## config.mk

```make
export PLATFORM = sky130hd
export DESIGN_NAME = lsu_handshake
export DESIGN_NICKNAME = d
export VERILOG_FILES = /design/src/rtl/lsu_handshake.sv
export SDC_FILE = /design/constraint.sdc
export NUM_CORES = 1
export LEC_CHECK = 0
export ABC_AREA = 1
export BUFFER_PORTS_ARGS = -buffer_cell sky130_fd_sc_hd__buf_2
export CAP_MARGIN = 40
export CORE_ASPECT_RATIO = 1.1
export CORE_UTILIZATION = 42
export DETAILED_ROUTE_END_ITERATION = 10
export GPL_TIMING_DRIVEN = 0
export PLACE_DENSITY = 0.73
export RECOVER_POWER = 50
export SLEW_MARGIN = 15
export SYNTH_ARGS = -nofsm -noshare
export SYNTH_HDL_FRONTEND = slang
export SYNTH_SLANG_ARGS = --single-unit
```

## constraint.sdc

```tcl
create_clock -name clk -period 1.91 [get_ports clk]
set_input_delay 0.191 -clock clk [delete_from_list [all_inputs] [get_ports clk]]
set_output_delay 0.191 -clock clk [all_outputs]
set_load 0.005 [all_outputs]
```

## src/rtl/lsu_handshake.sv

```systemverilog
// lsu_handshake: multi-cycle load/store unit for the RV32I core.
// Sits between execute (effective address, rs2 data) and writeback (load
// data), talking to data memory over a request/grant/response interface.
// Handles byte-lane alignment, write strobes, load extension, misalignment
// faults and a response timeout, and stalls the core while busy.
//
// Ports:
//   clk, reset        clock, synchronous active-high reset
//   valid_i           execute-stage instruction valid
//   memren_i          load instruction
//   memwren_i         store instruction (wins if both are set)
//   funct3_i          access size/sign (B, H, W, BU, HU)
//   addr_i            effective byte address
//   store_data_i      rs2 value
//   stall_o           core must hold PC/inputs this cycle
//   done_o            one-cycle access-complete pulse
//   load_data_o       extended load result, valid with done_o
//   misaligned_o      misalignment/unsupported-access fault, valid with done_o
//   err_o             response timeout, valid with done_o
//   mem_req_o         memory request
//   mem_we_o          request is a write
//   mem_addr_o        word-aligned address
//   mem_wdata_o       lane-shifted store data
//   mem_wstrb_o       byte strobes
//   mem_gnt_i         request accepted
//   mem_rvalid_i      read data valid
//   mem_rdata_i       read word
module lsu_handshake #(
  parameter int unsigned AWIDTH         = 32,
  parameter int unsigned DWIDTH         = 32,
  parameter int unsigned TIMEOUT_CYCLES = 16
) (
  input  logic                clk,
  input  logic                reset,
  input  logic                valid_i,
  input  logic                memren_i,
  input  logic                memwren_i,
  input  logic [2:0]          funct3_i,
  input  logic [AWIDTH-1:0]   addr_i,
  input  logic [DWIDTH-1:0]   store_data_i,
  output logic                stall_o,
  output logic                done_o,
  output logic [DWIDTH-1:0]   load_data_o,
  output logic                misaligned_o,
  output logic                err_o,
  output logic                mem_req_o,
  output logic                mem_we_o,
  output logic [AWIDTH-1:0]   mem_addr_o,
  output logic [DWIDTH-1:0]   mem_wdata_o,
  output logic [DWIDTH/8-1:0] mem_wstrb_o,
  input  logic                mem_gnt_i,
  input  logic                mem_rvalid_i,
  input  logic [DWIDTH-1:0]   mem_rdata_i
);

  localparam int unsigned NB = DWIDTH / 8;
  localparam int unsigned CW = $clog2(TIMEOUT_CYCLES) + 1;

  typedef enum logic [1:0] {
    S_IDLE,
    S_REQ,
    S_WAIT,
    S_RESP
  } state_e;

  state_e              state_q, state_d;
  logic [1:0]          off_q, off_d;
  logic [2:0]          f3_q, f3_d;
  logic                we_q, we_d;
  logic [AWIDTH-1:0]   addr_q, addr_d;
  logic [DWIDTH-1:0]   wdata_q, wdata_d;
  logic [NB-1:0]       wstrb_q, wstrb_d;
  logic                mis_q, mis_d;
  logic                err_q, err_d;
  logic [DWIDTH-1:0]   ldata_q, ldata_d;
  logic [CW-1:0]       cnt_q, cnt_d;

  logic                start;
  logic [1:0]          dec_off;
  logic                dec_mis;
  logic [NB-1:0]       dec_wstrb;
  logic [DWIDTH-1:0]   dec_wdata;
  logic [DWIDTH-1:0]   rshift;
  logic [DWIDTH-1:0]   ext_data;

  assign start   = valid_i && (memren_i || memwren_i);
  assign dec_off = addr_i[1:0];

  // Request decode from the execute-stage inputs. Loads allow BU/HU; stores
  // only have B/H/W, so funct3 with bit 2 set is an unsupported store.
  always_comb begin
    dec_mis   = 1'b0;
    dec_wstrb = '0;
    dec_wdata = '0;
    unique case (funct3_i)
      3'b000: begin
        dec_wstrb = NB'(4'b0001) << dec_off;
        dec_wdata = DWIDTH'(store_data_i[7:0]) << {dec_off, 3'b000};
      end
      3'b001: begin
        dec_mis   = dec_off[0];
        dec_wstrb = dec_off[1] ? NB'(4'b1100) : NB'(4'b0011);
        dec_wdata = DWIDTH'(store_data_i[15:0]) << {dec_off[1], 4'b0000};
      end
      3'b010: begin
        dec_mis   = (dec_off != 2'b00);
        dec_wstrb = '1;
        dec_wdata = store_data_i;
      end
      3'b100: dec_mis = memwren_i;
      3'b101: dec_mis = memwren_i || dec_off[0];
      default: dec_mis = 1'b1;
    endcase
  end

  // Load path: move the addressed lane down to bit 0, then extend.
  assign rshift = mem_rdata_i >> {off_q, 3'b000};

  always_comb begin
    ext_data = rshift;
    unique case (f3_q)
      3'b000:  ext_data = {{(DWIDTH-8){rshift[7]}}, rshift[7:0]};
      3'b001:  ext_data = {{(DWIDTH-16){rshift[15]}}, rshift[15:0]};
      3'b100:  ext_data = {{(DWIDTH-8){1'b0}}, rshift[7:0]};
      3'b101:  ext_data = {{(DWIDTH-16){1'b0}}, rshift[15:0]};
      default: ext_data = rshift;
    endcase
  end

  always_comb begin
    state_d = state_q;
    off_d   = off_q;
    f3_d    = f3_q;
    we_d    = we_q;
    addr_d  = addr_q;
    wdata_d = wdata_q;
    wstrb_d = wstrb_q;
    mis_d   = mis_q;
    err_d   = err_q;
    ldata_d = ldata_q;
    cnt_d   = cnt_q;
    unique case (state_q)
      S_IDLE: begin
        if (start) begin
          off_d   = dec_off;
          f3_d    = funct3_i;
          we_d    = memwren_i;
          addr_d  = {addr_i[AWIDTH-1:2], 2'b00};
          wdata_d = dec_wdata;
          wstrb_d = dec_mis ? '0 : dec_wstrb;
          mis_d   = dec_mis;
          err_d   = 1'b0;
          if (dec_mis) begin
            ldata_d = '0;
            state_d = S_RESP;
          end else begin
            state_d = S_REQ;
          end
        end
      end
      S_REQ: begin
        if (mem_gnt_i) begin
          cnt_d = '0;
          if (we_q) begin
            ldata_d = '0;
            state_d = S_RESP;
          end else begin
            state_d = S_WAIT;
          end
        end
      end
      S_WAIT: begin
        if (mem_rvalid_i) begin
          ldata_d = ext_data;
          state_d = S_RESP;
        end else if (cnt_q == CW'(TIMEOUT_CYCLES - 1)) begin
          err_d   = 1'b1;
          ldata_d = '0;
          state_d = S_RESP;
        end else begin
          cnt_d = cnt_q + 1'b1;
        end
      end
      S_RESP: state_d = S_IDLE;
      default: state_d = S_IDLE;
    endcase
  end

  always_ff @(posedge clk) begin
    if (reset) begin
      state_q <= S_IDLE;
      off_q   <= '0;
      f3_q    <= '0;
      we_q    <= 1'b0;
      addr_q  <= '0;
      wdata_q <= '0;
      wstrb_q <= '0;
      mis_q   <= 1'b0;
      err_q   <= 1'b0;
      ldata_q <= '0;
      cnt_q   <= '0;
    end else begin
      state_q <= state_d;
      off_q   <= off_d;
      f3_q    <= f3_d;
      we_q    <= we_d;
      addr_q  <= addr_d;
      wdata_q <= wdata_d;
      wstrb_q <= wstrb_d;
      mis_q   <= mis_d;
      err_q   <= err_d;
      ldata_q <= ldata_d;
      cnt_q   <= cnt_d;
    end
  end

  assign stall_o      = (state_q == S_REQ) || (state_q == S_WAIT) ||
                        ((state_q == S_IDLE) && start);
  assign done_o       = (state_q == S_RESP);
  assign misaligned_o = (state_q == S_RESP) && mis_q;
  assign err_o        = (state_q == S_RESP) && err_q;
  assign load_data_o  = ldata_q;
  assign mem_req_o    = (state_q == S_REQ);
  assign mem_we_o     = we_q;
  assign mem_addr_o   = addr_q;
  assign mem_wdata_o  = wdata_q;
  assign mem_wstrb_o  = wstrb_q;

endmodule
```

After elaboration in Yosys (flattened, before gate mapping)
Cells that the tools add are included.
Storage, ports and cells
  bits of input ports: 106
  output and inout bits: 106
  flip-flop bits (word level): 113
  word-level logic and storage cells: 83
Cells by class
  eq/ne operators: 19
  shift-type cells: 4
  multiplexer cells: 28
  $add $sub $neg: 1
  reduce and logical (&&, ||, !) cells: 20
Operator list (count)
  $mux 32: 6
  $pmux 32 s3: 2
  $pmux 32 s4: 1
  $shl 16x5->32: 1
  $shl 8x5->32: 1
  $shr 32x5->32: 1
  $mux 5: 3
  $eq 3x3->1 const B: 4
  $pmux 4 s3: 1
  $mux 2: 5
  $ne 2x2->1 const B: 5
  $pmux 5 s2: 1
  $mux 4: 2
  $pmux 2 s4: 1
  $reduce_and 4->1: 2
  $eq 3x1->1 const B: 2
  $logic_not 3->1: 2
  $reduce_and 6->1: 1
  $reduce_bool 2->1: 3
  $add 5x1->5 const B: 1
  $eq 5x4->1 const B: 1
  $pmux 1 s5: 1
  $eq 2x2->1 const B: 2
  $logic_and 1x1->1: 4
  12 further kinds: 19

Depth between registers and ports, before layout
Gate-level depths: netlist of the first run.
  word-level depth: 5
  mapped depth: 12
  gate-level depth less buffers: 11

Worst setup path before layout of the first run
Ideal clock, no wire load.
  path kind: flip-flop to flip-flop
  from: register cnt_q[0]
  to: register ldata_q[3], in the netlist load_data_o[3]
  path buffers: 1
  arrival: 1.692 ns
  cell stages (with the launch flop): 13
  slack: 0.102 ns
  data required time: 1.794 ns
  setup time: 0.116 ns
  clock period less this slack: 1.808 ns
  cells stage by stage: dfxtp_1 -> ha_1 -> inv_1 -> nor3_1 -> ha_1 -> nor2_1 -> a21oi_1 -> nand3_2 -> inv_1 -> nand2_2 -> buf_2 -> o21ai_0 -> nor2_1
On the way
  word-level cells in the longest chain between the ends: 3
Ends and longest elaborated chain
  start, declared: line 76  | logic [CW-1:0] cnt_q, cnt_d;
  start signal, assigned: line 213  | cnt_q <= cnt_d;
  $eq 5x4->1: line 176  | end else if (cnt_q == CW'(TIMEOUT_CYCLES - 1)) begin
  $ne 3x3->1 (no source line)
  $reduce_and 6->1 (no source line)
  end signal, assigned: line 212  | ldata_q <= ldata_d;
  end, declared: line 75  | logic [DWIDTH-1:0] ldata_q, ldata_d;
Every way passes these cells.
A chain may end at the register's enable or synchronous reset.

Final worst setup path of the first run
  from: register cnt_q[1]
  to: register ldata_q[31], in the netlist load_data_o[31]
The elaborated chain is that of the path after synthesis.

==> key figures, run 1 <==
Detailed routing
  – Routed len/inst: 15.3 µm
  – Antenna-violating nets left: 0
  – Vias: around 6,400
  – DRT Pass-1 Iters: 10
  – DRC viols: 12
  – DR iter-0 viols: 381
  – Avg Vias per Cell: 5.21
  – DRT Wirelength: 18,800 µm

Outcome
  – Failing checks: DRC, setup timing
  – Outcome: complete, but fails checks

Worst setup path
  – Critical path data arrival time: around 2.4 ns
  – Worst Path Required: 2.26 ns
  – Flop-to-flop setup slack: -0.09 ns
  – CP Capture Type: register
  – Startpoint Class: register
  – FF-to-FF Start: cnt_q[1]$_SDFFE_PP0P_
  – Reg2reg end: load_data_o[31]$_SDFFE_PP0P_
  – Crit-path max FO: 7
  – Length in cells of the worst reg-to-reg path: 12
  – Critical path class: reg -> reg

Cells and area
  – Final instance area: 0.00774 mm²
  – Layout area overhead: 39.6%
  – Ant. Diodes: 0
  – Final nets: 1,169
  – Fin util: 60.7%
  – Layout cells sized above 1: ~28%

Die
  – IO Count: 212
  – Initial Utilization: a little over two fifths
  – Die area: about 0.014 mm²
  – Core ar.: roughly 0.013 mm²
  – Die Wd: 112 µm
  – Die H: 122 µm
  – Number of core rows: 43

Synthesis
  – Cell area after synthesis: 0.00554 mm²
  – Ys flop type: dfxtp_1
  – Post-synth EDFFs: 0
  – Register area share after synthesis: between 40 and 50%
  – Post-Synthesis Cells: 818
  – Flops & latches, synth: approximately 110
  – Post-synth cell types: 38
  – Synth warn: 0
  – Ys async rst share: 0%
  – Synthesized area per cell: 6.77 µm²

Global route
  – Total track usage: 27.3%
  – Largest net degree at the start of global routing: 17
  – First-pass GRT wire length: 29,000 µm
  – Vias in the first global route: 6,093
  – Global route overflow: 0
  – Initial antenna violation count: 0

STA
  – Max-slew headroom: 45.4%
  – Setup violators final: 31
  – Slack of the critical path: -0.0926 ns
  – Fin Hold WS: 0.0108 ns
  – Hold Vio Cnt, Final: 0
  – Unrepaired setup endpoints after global routing: true
  – Total negative slack: -1.69 ns
  – Fin. max-slew vios: 0
  – Period utilization: 105%
  – Tmin final: 2.00 ns
  – FMAX: 499 MHz
  – Clock skew: 0.00701 ns
  – Worst-Margin Slew: between 0.8 and 0.9 ns

Worst hold path
  – Worst hold start: addr_i[2]
  – Worst Hold End: mem_addr_o[2]$_SDFFE_PP0P_
  – Worst Hold Class: in -> reg
  – Worst hold path depth: 3

CTS
  – Total CTS buffers: 17
  – Clock latency on the worst-skew pair: between 0.4 and 0.5 ns
  – Clk slew on worst S/H paths: 0.05 ns
  – H-Tree Depth: 4
  – Clk sink count: approximately 110
  – Bufs on Longest Clock Path: 2
  – TritonCTS clock tree: yes
  – Root Driver: clkbuf_16

Place
  – RD Place Congestion: 0.948
  – Port Buf Inserts: 208
  – Post-DP Area: 0.00678 mm²
  – Detail Placement HPWL: 13,600 µm

Power and ir drop
  – Power Density: 1310 mW/mm²
  – Power Total: ~0.01 W
  – Leak pwr: approximately 3.4 nW
  – Worst VDD drop: just under 800 µV

Run
  – Max Cap Viol: 0
logic make-up (layout without fill, tap and decap cells):
kind of cell	after synthesis	after routing	share of synthesized area, %
xor+xnor	1	1	0.158
compound gates	188	188	18.1
flops	113	113	40.8
other cells	1	2	0.0677
fa+ha+maj	6	6	1.35
simple gates	415	415	31.9
buf+inv	94	343	7.59
critical path, stage by stage, from the launching register on:
cell and delay [ns]:
dfxtp_4 0.36, ha_4 0.13, inv_2 0.04, nor3_2 0.17
ha_2 0.21, nor2_2 0.04, a21oi_2 0.20, nand3_2 0.14
nor2_4 0.15, buf_12 0.15, buf_8 0.14, nand3_2 0.08
a21oi_1 0.13
metal layers:
| layer | share of wire [%] | routed length, µm | GRT usage (%) | vias up |
|---|---|---|---|---|
| met1 | 39 | 7410 | 30.3 | 2901 |
| li1 | - | - | - | 3142 |
| met5 | 0 | 0 | 0 | - |
| met4 | 3.2 | 609 | 14.5 | 0 |
| met3 | 9.6 | 1790 | 8.74 | 39 |
| met2 | 48 | 8960 | 47.0 | 299 |
through the flow:
step	std cells	setup slack (ns)
after global placement	1184	-0.221
after global routing	1225	-0.241
after floorplan	819	0.102
final	1225	-0.0926
after CTS	1218	-0.0281
after detailed placement	1184	-0.256
cell usage in the layout (no fill, tap or decap), types with 7 or more instances in the layout:
| cell type | instances |
|---|---|
| buf_4 | 8 |
| a21oi_1 | 107 |
| a21oi_2 | 13 |
| inv_1 | 33 |
| clkbuf_16 | 19 |
| nand3_2 | 14 |
| buf_2 | 166 |
| nand2_1 | 283 |
| clkbuf_1 | 84 |
| o21ai_0 | 38 |
| o21ai_2 | 7 |
| nand3_1 | 30 |
| inv_2 | 8 |
| nor2_1 | 52 |
| o211ai_1 | 12 |
| dfxtp_1 | 110 |
| nor2_4 | 8 |
synth_stat cells, drive strengths merged, types with 2 or more instances:
cell	number	area [µm²]
nand4	2	12.5
inv	42	160
clkbuf	27	101
ha	6	75.1
dfxtp	113	2260
a21oi	120	601
nand3	48	290
o211ai	12	90.1
buf	23	151
nand2	290	1110
nor3	8	61.3
o21ai	50	269
nor2	64	275
clkinv	2	7.51
a31oi	3	18.8
registers in the layout, summed over array words and instances, names as in the netlist:
| register | flops |
|---|---|
| cnt_q | 5 |
| err_q | 1 |
| f3_q | 3 |
| load_data_o | 32 |
| mem_addr_o | 30 |
| mem_wdata_o | 32 |
| mem_we_o | 1 |
| mem_wstrb_o | 4 |
| mis_q | 1 |
| off_q | 2 |
| state_q | 2 |
timing repair:
item	4_1_cts	5_1_grt
setup endpoints to repair	64	70
cloned	0	4
hold buffers	1	0
hold endpoints to repair	1	0
buffers inserted	3	3
resized for setup	23	61
pin swaps	4	27
worst max path at each step:
stage                                              end  slack [ns]  cells after the start                   from
after floorplan            load_data_o[3]$_SDFFE_PP0P_        0.10                     12  cnt_q[0]$_SDFFE_PP0P_
after global placement     load_data_o[6]$_SDFFE_PP0P_       -0.22                     12  cnt_q[0]$_SDFFE_PP0P_
after detailed placement   load_data_o[5]$_SDFFE_PP0P_       -0.26                     12  cnt_q[0]$_SDFFE_PP0P_
after CTS                 load_data_o[31]$_SDFFE_PP0P_       -0.03                     11  cnt_q[0]$_SDFFE_PP0P_
after global routing       load_data_o[9]$_SDFFE_PP0P_       -0.24                     12  cnt_q[1]$_SDFFE_PP0P_
final                     load_data_o[31]$_SDFFE_PP0P_       -0.09                     12  cnt_q[1]$_SDFFE_PP0P_
layout make-up:
type / instances / area (µm²)
Tap cell: 157 / 196
Sequential cell: 113 / 2270
Clock inverter: 6 / 130
Fill cell: 1271 / 5010
Clock buffer: 24 / 472
Timing Repair Buffer: 219 / 1130
Buffer: 50 / 297
Multi-Input combinational cell: 612 / 3070
Inverter: 44 / 171
report_power, final:
| group | switching [W] | internal (W) | total (W) |
|---|---|---|---|
| Clock | 0.00107 | 0.00223 | 0.00329 |
| Sequential | 0.000237 | 0.00273 | 0.00296 |
| Combinational | 0.00228 | 0.00157 | 0.00385 |
No activity file was read; power rests on OpenSTA's default activity.
==> run 2: changes to the inputs <==
CORE_ASPECT_RATIO = 1.5   (was 1.1)
==> key figures, run 2 (same netlist as run 1, synthesis figures left out) <==
Worst setup path
  – Length in cells of the worst reg-to-reg path: 12 (unchanged)
  – Flop-to-flop setup slack: -0.02 ns (+0.08 ns)
  – Cells along the critical path: ha_4 > inv_4 > nor3_4 > ha_2 > nor2_2 > a21oi_2 > nand3_2 > nor2_4 > buf_6 > buf_6 > nand3_1 > a21oi_2
  – Startpoint Class: register
  – Critical path class: reg -> reg
  – CP max stage delay: 0.35 ns (about the same)
  – Crit-path max FO: 5 (-2)
  – FF-to-FF Start: cnt_q[0]$_SDFFE_PP0P_
  – Reg2reg end: load_data_o[20]$_SDFFE_PP0P_
  – Worst path bufs/invs: 3 (unchanged)
  – Critical path data arrival time: 2.27 ns (-0.08 ns)
  – CP max-delay cell: dfxtp_2
  – Crit path max-delay family: simple AND/OR/NAND/NOR gates
  – Worst Path Required: 2.25 ns (about the same)
  – CP Capture Type: register

Detailed routing
  – DR iter-0 viols: 249 (-35%)
  – DRT Pass-1 Iters: 5 (-5)
  – Avg Vias per Cell: 5.16 (-0.87%)
  – Antenna-violating nets left: 0 (unchanged)
  – DRT Wirelength: 19,100 µm (+1.7%)
  – Routed len/inst: 15.5 µm (+1.4%)
  – DRC viols: 0 (-12)
  – Vias: 6,346 (-0.55%)

Cells and area
  – Ant. Diodes: 0 (unchanged)
  – Highest-count cells in the layout ignoring fill and taps: nand2_1 (282), buf_2 (152), dfxtp_1 (109)
  – Layout area overhead: 38.5%
  – Final cell count without fillers: 1,229 (+0.33%)
  – Commonest non-fill, non-tap cell in the layout: nand2_1
  – Layout cells sized above 1: 27.1% (-0.43 points)
  – FILL cells: 1,260 (-0.87%)
  – Final nets: 1,169 (unchanged)

Die
  – Initial Utilization: 42.8% (-0.68 points)
  – Die H: 143 µm (+17%)
  – Die Wd: 95.8 µm (-14%)
  – IO Count: 212 (unchanged)
  – Die area: 0.0137 mm² (about the same)
  – Number of core rows: 51 (+19%)
  – Core ar.: 0.0130 mm² (+1.6%)

STA
  – Fin. max-slew vios: 0 (unchanged)
  – Worst-Margin Slew: 0.686 ns (-0.133 ns)
  – Period utilization: 101% (-4.0 points)
  – Unrepaired setup endpoints after global routing: true
  – Max-slew headroom: 54.3% (+8.9 points)
  – Clock skew: 0.0102 ns (+0.00319 ns)
  – Setup violators final: 1 (-97%)
  – FMAX: 519 MHz (+4.0%)
  – Slack of the critical path: -0.0159 ns (+0.0768 ns)
  – Total negative slack: -0.0159 ns (+1.67 ns)
  – Hold Vio Cnt, Final: 0 (unchanged)
  – Tmin final: 1.93 ns (-0.0768 ns)

Worst hold path
  – Worst Hold Class: in -> reg
  – Worst hold start: addr_i[19]
  – Worst Hold End: mem_addr_o[19]$_SDFFE_PP0P_
  – Worst hold path depth: 3 (unchanged)

Global route
  – Global route overflow: 0 (unchanged)
  – Grt met3 use: 7.93% (-0.81 points)
  – Initial antenna violation count: 0 (unchanged)
  – First-pass GRT wire length: 28,800 µm (-0.52%)
  – Total track usage: 28.0% (+0.64 points)
  – Met1 Track Usage GR: 27.5% (-2.8 points)
  – GR peak layer: met2
  – Met2 Use GR: 52.6% (+5.6 points)
  – Vias in the first global route: 5,930 (-2.7%)
  – Largest net degree at the start of global routing: 17 (unchanged)

Outcome
  – Failing checks: setup timing
  – Outcome: complete, but fails checks

CTS
  – Clk sink count: 113 (unchanged)
  – Bufs on Longest Clock Path: 2 (unchanged)
  – Clock latency on the worst-skew pair: 0.41 ns (about the same)
  – Total CTS buffers: 17 (unchanged)
  – Root Driver: clkbuf_16
  – H-Tree Depth: 4 (unchanged)
  – Clk slew on worst S/H paths: 0.06 ns (about the same)
  – TritonCTS clock tree: yes

Place
  – RD Place Congestion: 0.927 (-2.2%)
  – Placed Cells: 1,186 (+0.17%)
  – Port Buf Inserts: 208 (unchanged)
  – Detail Placement HPWL: 14,300 µm (+5.0%)

Run
  – Max Cap Viol: 0 (unchanged)

Power and ir drop
  – Power Total: 0.00981 W (-3.0%)
  – Power Density: 1280 mW/mm² (-2.1%)
  – Worst VDD drop: 644 µV (-16%)
  – Leak pwr: 3.33 nW (-2.2%)
[run 2: cell count changes in the layout (fill, tap and decap cells not counted), moves of 3 or more]
cell	change
buf_2	-14
clkbuf_1	+9
buf_6	+7
inv_6	+4
nor2_2	+4
nor2_4	-4
buf_8	-3
clkinv_4	+3
clkinvlp_4	+3
[run 2: worst max path at each step]
stage / startpoint / end / slack [ns] / depth (start not counted)
final: cnt_q[0]$_SDFFE_PP0P_ / load_data_o[20]$_SDFFE_PP0P_ / -0.02 / 12
after global routing: cnt_q[0]$_SDFFE_PP0P_ / load_data_o[20]$_SDFFE_PP0P_ / -0.11 / 12
after CTS: cnt_q[0]$_SDFFE_PP0P_ / load_data_o[18]$_SDFFE_PP0P_ / 0.01 / 12
after detailed placement: cnt_q[0]$_SDFFE_PP0P_ / load_data_o[18]$_SDFFE_PP0P_ / -0.23 / 11
after global placement: cnt_q[0]$_SDFFE_PP0P_ / load_data_o[17]$_SDFFE_PP0P_ / -0.23 / 11
after floorplan: cnt_q[0]$_SDFFE_PP0P_ / load_data_o[3]$_SDFFE_PP0P_ / 0.10 / 12
[run 2: metal layers]
metal  part of all wire [%]  routed length (µm)
met5                      0                   0
met4                    3.4                 659
met3                    7.7                1470
met2                     54               10200
met1                     35                6750
[run 2: where the power goes]
part	total [W]	switching, W	internal, W	leakage (nW)
registers	0.00295	0.000228	0.00272	0.921
logic	0.00371	0.00228	0.00142	2.13
clock network	0.00315	0.00118	0.00197	0.284
total	0.00981	0.00369	0.00612	3.33
[run 2: what timing repair did]
| action | in CTS | in global routing |
|---|---|---|
| setup buffers | 6 | 2 |
| endpoints found under the setup margin | 62 | 77 |
| gates resized for setup | 15 | 71 |
| hold buffers | 0 | 0 |
| pin swaps | 6 | 16 |
| cloned | 2 | 1 |
[run 2: layout make-up]
class | instances | area [µm²] | area share [%]
sequential | 113 | 2270 | 29.5
tap | 159 | 199 | 2.59
clock inverter | 14 | 154 | 2.01
inverter | 44 | 174 | 2.27
clock buffer | 18 | 439 | 5.72
multi-input combinational | 612 | 3080 | 40.1
timing repair buffer | 219 | 1080 | 14.0
buffer | 50 | 288 | 3.75
[run 2: worst reg2reg max path, cell delays in order, from the launching register on]
cell and delay (ns):
dfxtp_2 0.35, ha_4 0.15, inv_4 0.04, nor3_4 0.10, ha_2 0.21, nor2_2 0.04
a21oi_2 0.18, nand3_2 0.14, nor2_4 0.13, buf_6 0.15, buf_6 0.14, nand3_1 0.09
a21oi_2 0.13
[run 2: per-stage QoR]
step | setup WS, ns | area (µm²) | utilization, % | hold WS, ns
after detailed placement | -0.228 | 6790 | 52.4 | 0.427
after global placement | -0.234 | 6790 | 52.4 | 0.423
after CTS | 0.0112 | 7470 | 57.7 | 0.00741
after global routing | -0.111 | 7670 | 59.2 | 0.0156
final | -0.0159 | 7670 | 59.2 | 0.0210
after floorplan | 0.102 | 5550 | - | 0.299
==> run 3: changes to the inputs <==
CORE_ASPECT_RATIO = 1.75   (was 1.5)
REMOVE_ABC_BUFFERS = 1   (was not set)
==> key figures, run 3 (same netlist as run 1, synthesis figures left out) <==
Detailed routing
  – Vias: 6,263 (-1.3%)
  – DRT Pass-1 Iters: 6 (+1)
  – DR iter-0 viols: 283 (+14%)
  – Antenna-violating nets left: 0 (unchanged)
  – DRT Wirelength: 18,500 µm (-3.3%)
  – Avg Vias per Cell: 5.19 (+0.57%)
  – DRC viols: 0 (unchanged)
  – Routed len/inst: 15.3 µm (-1.4%)

Power and ir drop
  – Power Density: 1290 mW/mm² (+1.0%)
  – Power Total: 0.00977 W (-0.39%)
  – Leak pwr: 3.32 nW (-0.34%)
  – Worst VDD drop: 867 µV (+35%)

CTS
  – H-Tree Depth: 4 (unchanged)
  – Bufs on Longest Clock Path: 2 (unchanged)
  – Cts-stage hold buffer count: 0 (unchanged)
  – Clk sink count: 113 (unchanged)
  – Clk slew on worst S/H paths: 0.06 ns (about the same)
  – Clock latency on the worst-skew pair: 0.41 ns (about the same)
  – TritonCTS clock tree: yes
  – Root Driver: clkbuf_16
  – Total CTS buffers: 17 (unchanged)

Cells and area
  – Layout cells sized above 1: 26.4% (-0.73 points)
  – Final cell count without fillers: 1,206 (-1.9%)
  – Commonest non-fill, non-tap cell in the layout: nand2_1
  – Final instance area: 0.00757 mm² (-1.4%)
  – Ant. Diodes: 0 (unchanged)
  – FILL cells: 1,261 (+0.079%)
  – Layout area overhead: 36.5%
  – Final nets: 1,134 (-3.0%)
  – Highest-count cells in the layout ignoring fill and taps: nand2_1 (282), buf_2 (152), a21oi_1 (116)

Die
  – Die Wd: 88.8 µm (-7.3%)
  – Number of core rows: 55 (+7.8%)
  – Core ar.: 0.0129 mm² (-0.66%)
  – IO Count: 212 (unchanged)
  – Die H: 154 µm (+7.9%)
  – Initial Utilization: 43.1% (+0.28 points)
  – Die area: 0.0137 mm² (about the same)

Place
  – Detail Placement HPWL: 11,800 µm (-17%)
  – RD Place Congestion: 0.895 (-3.5%)
  – Port Buf Inserts: 209 (+0.48%)
  – Placed Cells: 1,152 (-2.9%)
  – Post-DP Area: 0.00664 mm² (-2.1%)

STA
  – FMAX: 528 MHz (+1.7%)
  – Fin. max-slew vios: 0 (unchanged)
  – Period utilization: 99.1% (-1.7 points)
  – Total negative slack: 0 ns (+0.0159 ns)
  – Fin Hold WS: 0.0170 ns (-0.00405 ns)
  – Hold Vio Cnt, Final: 0 (unchanged)
  – Worst-Margin Slew: 0.760 ns (+0.0743 ns)
  – Tmin final: 1.89 ns (-0.0328 ns)
  – Setup violators final: 0 (-1)
  – Unrepaired setup endpoints after global routing: true
  – Clock skew: 0.00927 ns (-0.000938 ns)
  – Max-slew headroom: 49.1% (-5.2 points)

Global route
  – Largest net degree at the start of global routing: 74 (+57)
  – Global route overflow: 0 (unchanged)
  – Total track usage: 27.1% (-0.87 points)
  – First-pass GRT wire length: 28,300 µm (-1.9%)
  – Initial antenna violation count: 0 (unchanged)
  – Vias in the first global route: 5,916 (-0.24%)

Worst hold path
  – Worst Hold Class: in -> reg

Worst setup path
  – Startpoint Class: register
  – Worst Path Required: 2.25 ns (about the same)
  – CP Capture Type: register
  – Crit-path max FO: 17 (+12)
  – Critical path class: reg -> reg
  – Critical path data arrival time: 2.23 ns (-0.04 ns)

Run
  – Max Cap Viol: 0 (unchanged)

Outcome
  – Outcome: finished, final reports clean
[run 3: cell types whose count changed in the layout (fill, tap and decap cells not counted), moves of 3 or more]
cell      change
buf_12        +3
nand2_8       +3
o21ai_2       -4
buf_6         -8
nand3_1       +8
inv_6         +4
a21oi_1       +8
a21oi_2       -8
nand3_2       -8
clkbuf_1     -36
o21ai_1       +4
[run 3: layout make-up]
class / instances / area (µm²) / share of cell area [%]
clock inverter: 15 / 148 / 1.95
multi-input combinational: 617 / 3060 / 40.4
tap: 171 / 214 / 2.83
inverter: 44 / 189 / 2.50
clock buffer: 17 / 425 / 5.62
timing repair buffer: 229 / 1260 / 16.6
sequential: 113 / 2270 / 30.1
[run 3: what timing repair did]
action | CTS | global route
hold endpoints to repair | 0 | 0
pin swaps | 8 | 10
gates cloned | 6 | 3
resized for setup | 32 | 28
buffers inserted | 13 | 1
setup endpoints to repair | 105 | 47
[run 3: where the power goes]
group	switching [W]	leakage (nW)	internal, W	total, W
clock network	0.00128	0.274	0.00183	0.00310
logic	0.00226	2.13	0.00141	0.00367
registers	0.000274	0.922	0.00273	0.00300
total	0.00381	3.32	0.00596	0.00977
[run 3: worst paths after layout]
kind	startpoint	endpoint	slack, ns	cells past startpoint
worst max-delay path	state_q[0]$_SDFFE_PP0P_	load_data_o[15]$_SDFFE_PP0P_	0.02	11
worst min-delay path	addr_i[5]	mem_addr_o[5]$_SDFFE_PP0P_	0.02	3
worst max register to register	state_q[0]$_SDFFE_PP0P_	load_data_o[15]$_SDFFE_PP0P_	0.02	11
worst min register to register	load_data_o[25]$_SDFFE_PP0P_	load_data_o[25]$_SDFFE_PP0P_	0.46	2
[run 3: through the flow]
| stage | util [%] | setup WS, ns |
|---|---|---|
| floorplan | - | -2.45 |
| global placement | 50.9 | -4.72 |
| detailed placement | 51.6 | -0.705 |
| CTS | 58.5 | 0.000395 |
| global route | 58.8 | -0.107 |
| finish | 58.8 | 0.0170 |
[run 3: worst max-delay path, stage by stage, from the launching register on]
cell     delay (ns)
dfxtp_4        0.36
inv_1          0.11
ha_4           0.20
nand3_4        0.15
buf_16         0.20
nand2_2        0.09
nand3_4        0.10
buf_6          0.14
nor2_4         0.12
buf_2          0.18
nand2_1        0.06
a21oi_1        0.11
[run 3: metal layers]
metal  share of wire, %  track usage [%]  up-vias
li1                   -                -     3083
met1                 36             27.7     2815
met2                 52             47.7      305
met3                7.2             7.41       60
met4                4.4             15.8        0
met5                  0                0        -
